--- config.mk ---
export PLATFORM = sky130hd
export DESIGN_NAME = iterative_denormalizer
export DESIGN_NICKNAME = d
export VERILOG_FILES = /design/src/rtl/iterative_denormalizer.sv
export SDC_FILE = /design/constraint.sdc
export NUM_CORES = 1
export LEC_CHECK = 0
export CAP_MARGIN = 20
export CORE_ASPECT_RATIO = 1.25
export CORE_MARGIN = 2
export CORE_UTILIZATION = 52
export CTS_CLUSTER_DIAMETER = 80
export DETAILED_ROUTE_END_ITERATION = 10
export PLACE_DENSITY = 0.8
export SLEW_MARGIN = 5
export SYNTH_ARGS = -nofsm -noshare
export SYNTH_HDL_FRONTEND = slang
export SYNTH_SLANG_ARGS = --single-unit
--- constraint.sdc ---
create_clock -name clk_i -period 2.5 [get_ports clk_i]
set_input_delay 0.25 -clock clk_i [delete_from_list [all_inputs] [get_ports clk_i]]
set_output_delay 0.25 -clock clk_i [all_outputs]
set_load 0.005 [all_outputs]
--- src/rtl/iterative_denormalizer.sv ---
// iterative_denormalizer: multi-cycle right-shift denormalizer.
// Shifts a normalized word right by a leading-zero count, four bits per cycle
// while at least four remain, then one bit per cycle. Every bit shifted out is
// folded into a sticky flag. Valid/ready handshake; flush_i aborts in-flight work.
//
// Optional build macro DENORM_GUARD_BIT_EN: adds guard_o (the last bit shifted
// out). With it, sticky_o excludes that bit; without it, sticky_o covers all.
//
// Internally the last shifted-out bit is always tracked separately from the
// older ones, so both builds share a single datapath. Only the output
// combination differs.
module iterative_denormalizer #(
  parameter int DATA_WIDTH = 32
) (
  input  logic                          clk_i,
  input  logic                          rst_n_i,
  input  logic                          valid_i,
  input  logic [DATA_WIDTH-1:0]         operand_i,
  input  logic [$clog2(DATA_WIDTH)-1:0] shift_i,
  input  logic                          flush_i,
  output logic                          ready_o,
  output logic                          valid_o,
  output logic [DATA_WIDTH-1:0]         result_o,
  output logic                          sticky_o
`ifdef DENORM_GUARD_BIT_EN
  ,
  output logic                          guard_o
`endif
);

  localparam int SW = $clog2(DATA_WIDTH);
  localparam logic [SW-1:0] NIB_STEP = SW'(4);
  localparam logic [SW-1:0] BIT_STEP = SW'(1);

  // Only 24- and 32-bit operands are supported.
  generate
    if (!(DATA_WIDTH == 32 || DATA_WIDTH == 24)) begin : g_bad_width
      $error("iterative_denormalizer: DATA_WIDTH must be 24 or 32");
    end
  endgenerate

  typedef enum logic [1:0] {
    S_IDLE,
    S_NIBBLE,
    S_BIT,
    S_DONE
  } state_t;

  state_t                  state_reg, state_next;
  logic [DATA_WIDTH-1:0]   data_reg, data_next;
  logic [SW-1:0]           rem_reg, rem_next;
  logic                    sticky_reg, sticky_next;   // OR of all but the last bit shifted out
  logic                    guard_reg, guard_next;     // most recent bit shifted out
  logic [DATA_WIDTH-1:0]   result_reg;
  logic                    sticky_out_reg;
  logic                    guard_out_reg;
  logic                    shift_big;
  logic                    load_result;

  // A shift of DATA_WIDTH or more is only encodable when DATA_WIDTH is not a power of two.
  generate
    if (DATA_WIDTH < (1 << SW)) begin : g_big_shift
      assign shift_big = (shift_i >= SW'(DATA_WIDTH));
    end else begin : g_no_big_shift
      assign shift_big = 1'b0;
    end
  endgenerate

  // Next-state and datapath step logic; flush overrides everything.
  always_comb begin
    state_next  = state_reg;
    data_next   = data_reg;
    rem_next    = rem_reg;
    sticky_next = sticky_reg;
    guard_next  = guard_reg;
    case (state_reg)
      S_IDLE: begin
        if (valid_i) begin
          data_next   = operand_i;
          rem_next    = shift_i;
          sticky_next = 1'b0;
          guard_next  = 1'b0;
          if (shift_big) begin
            data_next   = '0;
            rem_next    = '0;
            sticky_next = |operand_i;
            state_next  = S_DONE;
          end else if (shift_i == '0) begin
            state_next = S_DONE;
          end else if (shift_i >= NIB_STEP) begin
            state_next = S_NIBBLE;
          end else begin
            state_next = S_BIT;
          end
        end
      end
      S_NIBBLE: begin
        // Bit [3] becomes the new guard; the previous guard and bits [2:0] retire into sticky.
        data_next   = data_reg >> 4;
        sticky_next = sticky_reg | guard_reg | (|data_reg[2:0]);
        guard_next  = data_reg[3];
        rem_next    = rem_reg - NIB_STEP;
        if (rem_next < NIB_STEP) begin
          state_next = (rem_next != '0) ? S_BIT : S_DONE;
        end
      end
      S_BIT: begin
        data_next   = data_reg >> 1;
        sticky_next = sticky_reg | guard_reg;
        guard_next  = data_reg[0];
        rem_next    = rem_reg - BIT_STEP;
        if (rem_next == '0) begin
          state_next = S_DONE;
        end
      end
      S_DONE: begin
        state_next = S_IDLE;
      end
      default: begin
        state_next = S_IDLE;
      end
    endcase
    if (flush_i) begin
      state_next  = S_IDLE;
      data_next   = '0;
      rem_next    = '0;
      sticky_next = 1'b0;
      guard_next  = 1'b0;
    end
  end

  assign load_result = (state_next == S_DONE) && (state_reg != S_DONE);

  // State and working registers.
  always_ff @(posedge clk_i or negedge rst_n_i) begin
    if (!rst_n_i) begin
      state_reg  <= S_IDLE;
      data_reg   <= '0;
      rem_reg    <= '0;
      sticky_reg <= 1'b0;
      guard_reg  <= 1'b0;
    end else begin
      state_reg  <= state_next;
      data_reg   <= data_next;
      rem_reg    <= rem_next;
      sticky_reg <= sticky_next;
      guard_reg  <= guard_next;
    end
  end

  // Result registers: captured on entry to DONE, held until the next result, flush or reset.
  always_ff @(posedge clk_i or negedge rst_n_i) begin
    if (!rst_n_i) begin
      result_reg     <= '0;
      sticky_out_reg <= 1'b0;
      guard_out_reg  <= 1'b0;
    end else if (flush_i) begin
      result_reg     <= '0;
      sticky_out_reg <= 1'b0;
      guard_out_reg  <= 1'b0;
    end else if (load_result) begin
      result_reg     <= data_next;
      sticky_out_reg <= sticky_next;
      guard_out_reg  <= guard_next;
    end
  end

  assign ready_o  = (state_reg == S_IDLE);
  assign valid_o  = (state_reg == S_DONE);
  assign result_o = result_reg;

`ifdef DENORM_GUARD_BIT_EN
  assign sticky_o = sticky_out_reg;
  assign guard_o  = guard_out_reg;
`else
  assign sticky_o = sticky_out_reg | guard_out_reg;
`endif

endmodule

**Yosys cells after proc, flatten, opt, wreduce, memory -nomap -nowiden**

Index checks and enable logic that the tools add are counted.

- Flip-flop bits (word level): 75
- Latch bits: 0
- Memory bits (writable): 0
- Memory bits (read-only): 0
- Input bits: 41
- Output and inout port bits: 35
- Word-level logic and storage cells: 56
- Memories kept: 0

- Add/subtract/negate cells: 2
- Multiply operators: 0
- Divide/modulo/power cells: 0
- $lt $le $gt $ge: 2
- Eq/ne operators: 6
- Shift-type cells: 0
- Mux-type cells: 26
- Bitwise operators: 3
- Reductions and logical operators: 9

Operators by type and width:

| operator | count |
|---|---|
| 32-bit 2-to-1 mux | 4 |
| 32-bit case mux with 3 select lines | 1 |
| 5-bit case mux with 3 select lines | 1 |
| 2-bit 2-to-1 mux | 6 |
| 5-bit zero test | 2 |
| 5-bit 2-to-1 mux | 2 |
| 1-bit 2-to-1 mux | 9 |
| 2-bit case mux with 4 select lines | 1 |
| 2-bit equality test (second input constant) | 3 |
| 1-bit case mux with 3 select lines | 2 |
| 5-bit by 3-bit >= comparator with 1-bit output (second input constant) | 1 |
| 5-bit by 3-bit less-than comparator with 1-bit output (second input constant) | 1 |
| 5-bit nonzero test | 1 |
| 5-bit by 1-bit subtractor with 5-bit output (second input constant) | 1 |
| 5-bit by 3-bit subtractor with 5-bit output (second input constant) | 1 |
| 4-bit nonzero test | 1 |
| 3-bit != test (second input constant) | 1 |
| 1-bit OR | 3 |
| 3-bit OR reduction | 1 |
| 2-bit by 1-bit equality test with 1-bit output (second input constant) | 1 |
| 2-bit zero test | 1 |
| 2-bit != test (second input constant) | 1 |
| 2-bit AND reduction | 1 |
| 2-bit nonzero test | 1 |
| 1-bit logical AND | 1 |

**Depth between registers and ports, before layout**

Gate-level depths: netlist of the first run.

- Depth after elaboration: 10
- Depth in mapped cells: 10

**Least setup slack after synthesis of the first run**

OpenSTA, ideal clock, no wires.

- Path kind: register to register
- From: register rem_reg[0]
- To: register guard_out_reg
- Library setup time: 0.125 ns
- Arrival: 2.215 ns
- Data required time: 2.375 ns
- Path slack: 0.160 ns
- Stages on the path, launching flop included: 10
- Path buffers: 2
- Clock period less this slack: 2.340 ns
- Cells stage by stage: dfrtp_1 > inv_1 > ha_1 > and3_1 > o21a_1 > o221a_1 > o311a_1 > buf_6 > buf_12 > mux2_4

- Cells in the longest elaborated chain, start to end: 9

Ends and longest elaborated chain:

| element | RTL line | source |
|---|---|---|
| start: declaration | 51 | `logic [SW-1:0] rem_reg, rem_next;` |
| start signal: assignment | 145 | `rem_reg <= rem_next;` |
| branches (longest 4 deep; another with 5-bit by 3-bit subtractor with 5-bit output) | - |  |
| 2-bit case mux with 4 select lines (*) | 76 | `case (state_reg)` |
| 2-bit 2-to-1 mux (*) | 123 | `if (flush_i) begin` |
| 2-bit equality test (*) | 132 | `assign load_result = (state_next == S_DONE) && (state_reg != S_DONE);` |
| 1-bit logical AND (*) | 132 |  |
| 2-bit nonzero test (no line) (*) | - |  |
| end signal: assignment | 164 | `guard_out_reg <= guard_next;` |
| end: declaration | 56 | `logic guard_out_reg;` |

Mark *: on every way between the ends.
A chain may end at the register's enable or synchronous reset.

**Worst setup path in the final report of the first run**

- From: register rem_reg[1]
- To: register result_reg[11] (netlist: result_o[11])

- Cells in the longest elaborated chain, start to end: 9

Ends and longest elaborated chain:

| element | RTL line | source |
|---|---|---|
| branches (longest 4 deep; another with 5-bit by 3-bit subtractor with 5-bit output) | - |  |
| 2-bit case mux with 4 select lines (*) | 76 |  |
| 2-bit 2-to-1 mux (*) | 123 |  |
| 2-bit equality test (*) | 132 |  |
| 1-bit logical AND (*) | 132 |  |
| 2-bit nonzero test (no line) (*) | - |  |
| end signal: assignment | 162 | `result_reg <= data_next;` |
| end: declaration | 54 | `logic [DATA_WIDTH-1:0] result_reg;` |

Marked as above.

==> results of run 1 <==
## Yosys cell counts
cell type and instances:
a311oi_1 1, o221a_1 1, mux2_4 30, mux2_2 4, o21a_1 3, nor3_1 3
xnor2_1 1, inv_1 13, nand2_1 9, nand3_1 1, nand3b_1 1, nor2_1 8
or2_1 1, nor2b_1 34, or4b_1 1, a211oi_1 1, a22oi_1 4, o2bb2ai_1 31
a31o_2 1, o21ai_0 4, dfrtp_1 75, o211a_1 2, o211ai_1 3, xor2_1 1
o311a_1 2, a21oi_1 9, o22ai_1 1, or3_1 2, o22a_1 1, nor4_1 2
o31ai_1 1, nand2b_1 4, a21o_1 2, ha_1 9, buf_6 1, and3b_1 1
o2111ai_1 1, and2_1 1, and3_1 2, clkbuf_1 25, o221ai_1 2, a222oi_1 28
or2_2 1, buf_12 3
## stage by stage
stage	cell area [sq um]	setup WS [ns]
after floorplan	3950	0.160
after global placement	4810	0.0630
after detailed placement	4840	0.0430
after CTS	5030	0.0672
after global routing	5040	0.0458
final	5040	0.116
## layout make-up
type | count | area share (%)
multi-input combinational | 214 | 37.0
timing repair buffer | 93 | 18.7
clock buffer | 10 | 2.53
tap | 92 | 2.28
inverter | 13 | 0.968
clock inverter | 6 | 1.29
sequential | 75 | 37.2
## worst max-delay path: stages, from the launching register on
cell and delay [ns]:
dfrtp_1 0.38, inv_1 0.09, ha_1 0.24, and3_1 0.20, o21a_1 0.16, o221a_1 0.26, o311a_2 0.44, buf_12 0.18
mux2_4 0.31
## final timing paths
check / slack, ns / cells after the start / to / start
min in group clk_i: 0.54 / 3 / rem_reg[4] / shift_i[4]
setup / recovery: 0.12 / 8 / result_o[11] / rem_reg[1]
hold / removal: 0.02 / 1 / rem_reg[3] / rst_n_i
hold reg to reg: 0.56 / 1 / data_reg[8] / data_reg[8]
setup reg to reg: 0.12 / 8 / result_o[11] / rem_reg[1]
max in group asynchronous: 1.84 / 1 / result_o[15] / rst_n_i
## routing by layer
| metal | track usage, % | up-vias | share of wire (%) |
|---|---|---|---|
| li1 | - | 1420 | - |
| met1 | 30.9 | 1535 | 41 |
| met2 | 40.1 | 136 | 51 |
| met3 | 4.01 | 19 | 5.5 |
| met4 | 9.23 | 0 | 2.1 |
| met5 | 0 | - | 0 |
## where the power goes
part	switching, W	internal [W]
Clock	0.000459	0.000463
Combinational	0.00109	0.000960
Sequential	0.000194	0.00145
## logic make-up (layout without fill, tap and decap cells)
logic type,after synthesis,after routing
AO/OA/AOI/OAI,98,98
flip-flops,75,75
AND/OR/NAND/NOR,71,71
buffers and inverters,42,122
multiplexers,34,34
adder cells (fa/ha/maj),9,9
XOR/XNOR,2,2
==> results.py, run 1 <==
metrics = {
    "critical_path": {
        "setup.worst_path.start_class": "register",
        "crit_fanout": 18,
        "critical_path_class": "reg -> reg",
        "crit_arrival_ns": 2.62,
        "cp.required_ns": 2.73,
        "end_kind": "register",
    },
    "cells_and_area": {
        "mostFrequentLayoutCells": "dfrtp_1 (75), clkdlybuf4s50_1 (74), nor2b_1 (34)",
        "final_layout_size_suffix_gt1_share_pct": 17.5,
        "num-fill-cells": 561,
        "seq_area_sq_um": 1880,
        "multi_input_area_sq_um": 1870,
        "diodes": 0,
        "layout_commonest_cell": "dfrtp_1",
        "final_util_pct": 68.5,
        "area_delta_synth_final_pct": 27.5,
        "instances_no_fill": 503,
        "layout.nets": 456,
    },
    "timing": {
        "slew_viol_final": 0,
        "setup_violations": 0,
        "slew_headroom_pct": 36.7,
        "holdWs_ns": 0.0167,
        "tightest_slew_ns": 0.949,
        "rsz0062_at_grt": "no",
        "hold_viol_final": 0,
        "tns_ns": 0,
        "fmax_mhz": 419,
        "period_share_pct": 95.4,
        "fin_crit_ns": 2.38,
        "skew_ns": 0.0100,
    },
    "cts": {
        "htree_levels": 3,
        "clkSlewWorstSetupHoldPaths_ns": 0.08,
        "cts_setup_buffers": 0,
        "ctsRootBufferMaster": "clkbuf_8",
        "post_cts_resized": 0,
        "clkSinkCount": 75,
        "postCtsHoldBufs": 0,
        "cts_buffers": 9,
        "cts_buffer_depth": 2,
        "clock_latency_ns": 0.35,
        "cts_tree": "yes",
    },
    "synth": {
        "synth_area_sq_um": 3950,
        "synth_mux_area_share_pct": 12.5,
        "synth.distinct_cells": 44,
        "yosysSeqAreaShare_pct": 47.5,
        "synth_compound_area_share_pct": 21.1,
        "yosysWarnings": 0,
        "synth_top_area_share_pct": 47.5,
        "ys_top_cells_by_area": "dfrtp_1 (47%), mux2_4 (11%), a222oi_1 (7.1%), o2bb2ai_1 (6.9%), nor2b_1 (5.4%)",
        "synthXorXnorAreaFrac_pct": 0.443,
        "ys_seq_elements": 75,
        "synth_adder_area_share_pct": 2.85,
        "syn_inst": 331,
        "synthSimpleGateAreaFrac_pct": 10.2,
        "synth_area_leader_cell": "dfrtp_1",
        "synth_fp_nets": 381,
        "synth_top_family_by_area": "compound AO/OA/AOI/OAI gates",
        "avgSynthCellArea_sq_um": 11.9,
    },
    "die": {
        "dieArea_sq_um": 8320,
        "fp.dieH_um": 101,
        "fp.coreArea_sq_um": 7360,
        "io_pins": 76,
        "die_w_um": 82.0,
        "rows": 35,
        "initial_utilization_pct": 53.7,
    },
    "route": {
        "vias": 3110,
        "drc": 0,
        "via_per_inst": 6.18,
        "ant_nets": 0,
        "dr.first_iter.drc_count": 285,
        "avgRoutedWirePerCell_um": 19.0,
        "first_pass_iters": 6,
        "totalWireLength_um": 9550,
    },
    "grt": {
        "overflow": 0,
        "grt_usage_pct": 23.9,
        "grt_start_max_net_pins": 76,
        "grt_first_pass_wirelength_um": 15100,
        "antenna_found_initial": 0,
        "grt_pass1_vias": 3042,
    },
    "power_and_ir_drop": {
        "p_leak_nw": 2.19,
        "p_total_w": 0.00461,
        "powerDensity_nw_per_um2": 914,
        "ir_drop_uv": 734,
    },
    "place": {
        "port_buffers": 75,
        "place_hpwl_um": 6430,
        "place_inst": 486,
        "gpl.final_weighted_congestion": 0.870,
    },
    "hold_path": {
        "hp-class": "in -> async",
    },
    "run_status": {
        "status": "finished clean",
    },
    "flow_run": {
        "drv_cap": 0,
    },
}
(Power assumes the default switching activity.)
==> run 2, diff against run 1 <==
Settings changed: ABC_AREA from default to 1, CORE_UTILIZATION 52 to 53, MAX_ROUTING_LAYER from default to met4, PLACE_DENSITY 0.8 to 0.81.
==> run 2 against run 1 <==
Compared with the run above: register-to-register slack improved by 0.21 ns; clock power increased by 14%; via count increased by 30%; wire length increased by 13%; core utilization decreased by 1.2 points; highest routed layer unchanged; critical endpoint is now result_o[30]; combinational power about the same; largest power group unchanged; clock skew decreased by 0.0028 ns; sequential power decreased by 4%; total power increased by 2.2%.
==> results.py, run 2 <==
metrics = {
    "run_status": {
        "status": "finished clean",
    },
    "timing": {
        "fmax_mhz": 460,
        "tightest_slew_ns": 0.612,
        "slew_headroom_pct": 59.2,
        "period_share_pct": 87.0,
        "tns_ns": 0,
        "fin_crit_ns": 2.18,
        "skew_ns": 0.00724,
        "hold_viol_final": 0,
        "slew_viol_final": 0,
        "rsz0062_at_grt": "no",
        "setup_violations": 0,
    },
    "cts": {
        "cts_buffer_depth": 2,
        "cts_tree": "yes",
        "htree_levels": 3,
        "cts_setup_buffers": 0,
        "clkSlewWorstSetupHoldPaths_ns": 0.08,
        "clock_latency_ns": 0.35,
        "clkSinkCount": 75,
        "ctsRootBufferMaster": "clkbuf_8",
        "post_cts_resized": 0,
        "cts_buffers": 9,
    },
    "synth": {
        "ys_top_cells_by_count": "nand2_1 (136), dfrtp_1 (75), nand3_1 (75)",
        "ys_top_cells_by_area": "dfrtp_1 (45%), nand2_1 (12%), nand3_1 (9.0%), o21ai_0 (7.5%), inv_1 (5.6%)",
        "synth_top_area_share_pct": 45.1,
        "synthFlopType": "dfrtp_1",
        "synth_fp_nets": 607,
        "ys_seq_elements": 75,
        "synth_area_sq_um": 4160,
        "yosysWarnings": 0,
        "synth_area_leader_cell": "dfrtp_1",
        "avgSynthCellArea_sq_um": 7.48,
        "yosysSeqAreaShare_pct": 45.1,
        "synth.most_common_cell": "nand2_1",
        "async_reset_ff_share_pct": 100,
        "synth_edf_count": 0,
        "syn_inst": 557,
        "synth.distinct_cells": 27,
    },
    "critical_path": {
        "crit_fanout": 34,
        "worstSetupStartpoint": "rem_reg[2]",
        "cpMostUsedCell": "nand2_1",
        "r2r_start": "rem_reg[2]",
        "crit_arrival_ns": 2.40,
        "r2r_end": "result_o[30]",
        "endpoint": "result_o[30]",
        "setup.worst_path.start_class": "register",
        "slowest_delay_ns": 0.45,
        "cp.required_ns": 2.73,
        "r2r.worst_path.cells": 13,
        "critical_path.slowest_cell": "dfrtp_1",
        "end_kind": "register",
        "critical_path_class": "reg -> reg",
        "crit_path_cell_trace": "inv_2 > ha_1 > nand2_1 > nand2_1 > nand2_1 > inv_1 > nand3_1 > nand2_1 > nand2_2 > nand2_1 > nand3_4 > nand3_1 > nand2_1",
        "regToRegSetupSlack_ns": 0.32,
    },
    "route": {
        "avgRoutedWirePerCell_um": 14.9,
        "dr.first_iter.drc_count": 297,
        "ant_nets": 0,
        "totalWireLength_um": 10800,
        "via_per_inst": 5.56,
        "drc": 0,
        "first_pass_iters": 5,
        "vias": 4034,
    },
    "grt": {
        "grt_pass1_vias": 4064,
        "grt_usage_pct": 27.6,
        "antenna_found_initial": 0,
        "grt_start_max_net_pins": 38,
        "grt_first_pass_wirelength_um": 18500,
        "overflow": 0,
    },
    "place": {
        "gpl.final_weighted_congestion": 0.901,
        "place_hpwl_um": 7330,
        "place_inst": 709,
        "port_buffers": 75,
    },
    "die": {
        "die_w_um": 83.3,
        "fp.dieH_um": 103,
        "dieArea_sq_um": 8590,
        "fp.coreArea_sq_um": 7700,
        "initial_utilization_pct": 54.1,
        "io_pins": 76,
        "rows": 36,
    },
    "power_and_ir_drop": {
        "p_leak_nw": 2.51,
        "powerDensity_nw_per_um2": 909,
        "ir_drop_uv": 568,
    },
    "cells_and_area": {
        "diodes": 0,
        "layout_commonest_cell": "nand2_1",
        "layout.nets": 676,
        "instances_no_fill": 726,
        "area_delta_synth_final_pct": 24.5,
        "mostFrequentLayoutCells": "nand2_1 (136), nand3_1 (75), dfrtp_1 (75)",
        "final_layout_size_suffix_gt1_share_pct": 7.77,
    },
    "hold_path": {
        "hp-class": "in -> async",
    },
    "flow_run": {
        "drv_cap": 0,
    },
}
## run 2: worst min path at each step
stage                  from           end  slack, ns  depth (start not counted)
floorplan           rst_n_i   data_reg[0]      -0.05                          0
global placement    rst_n_i  result_o[30]       0.29                          1
detailed placement  rst_n_i  result_o[30]       0.29                          1
CTS                 rst_n_i  result_o[30]       0.45                          2
global route        rst_n_i  result_o[30]       0.49                          2
finish              rst_n_i  result_o[29]       0.45                          2
## run 2: per-stage QoR
stage / area (sq um) / hold slack, ns / worst slack, ns / total power [W] / utilization, %
floorplan: 4160 / -0.0456 / 0.713 / 0.00305 / -
global placement: 4950 / 0.294 / 0.402 / 0.00357 / 64.2
detailed placement: 4950 / 0.291 / 0.380 / 0.00363 / 64.2
CTS: 5180 / 0.448 / 0.326 / 0.00469 / 67.3
global route: 5180 / 0.492 / 0.0731 / 0.00504 / 67.3
finish: 5180 / 0.445 / 0.325 / 0.00471 / 67.3
## run 2: worst max-delay path: cells and delay by family (launching register included)
kind / cells / cell delay (ns)
and+or+nand+nor: 10 / 1.18
buffers and inverters: 2 / 0.16
DFF: 1 / 0.45
adders and majority gates: 1 / 0.26
## run 2: timing repair
| item | CTS | global route |
|---|---|---|
| hold buffers | 1 | 0 |
| endpoints found under the setup margin | 0 | 0 |
| hold endpoints to repair | 25 | 0 |
## run 2: power breakdown
group          internal, W  switching, W
Clock             0.000595      0.000457
Combinational     0.000698       0.00138
Sequential         0.00142      0.000161
Total              0.00271       0.00200
## run 2: metal layers
metal / track usage (%) / up-vias / routed length [um]
met5: - / - / 0
met4: 13.6 / 0 / 296
met3: 3.76 / 29 / 630
met2: 47.7 / 158 / 5610
met1: 32.0 / 1907 / 4280
li1: - / 1940 / -
## run 2: layout make-up
cell class | instances | area, sq um
clock buffers | 11 | 141
clock inverters | 5 | 85.1
fillers | 634 | 2520
inverters | 68 | 255
multi-input cells | 382 | 1840
flip-flops and latches | 75 | 1880
well taps | 95 | 119
repair buffers | 90 | 861
## run 2: cell families after synthesis
family                     share of synthesized area [%]
buffers and inverters                               10.6
DFF                                                 45.1
adders and majority gates                           2.70
and+or+nand+nor                                     27.0
AOI/OAI and AO/OA                                   14.6
==> run 3, diff against run 2 <==
Settings changed: HOLD_SLACK_MARGIN from default to 0.1.
==> results of run 3 <==
No change in the layout: final DEF, timing and power equal those of run 2.
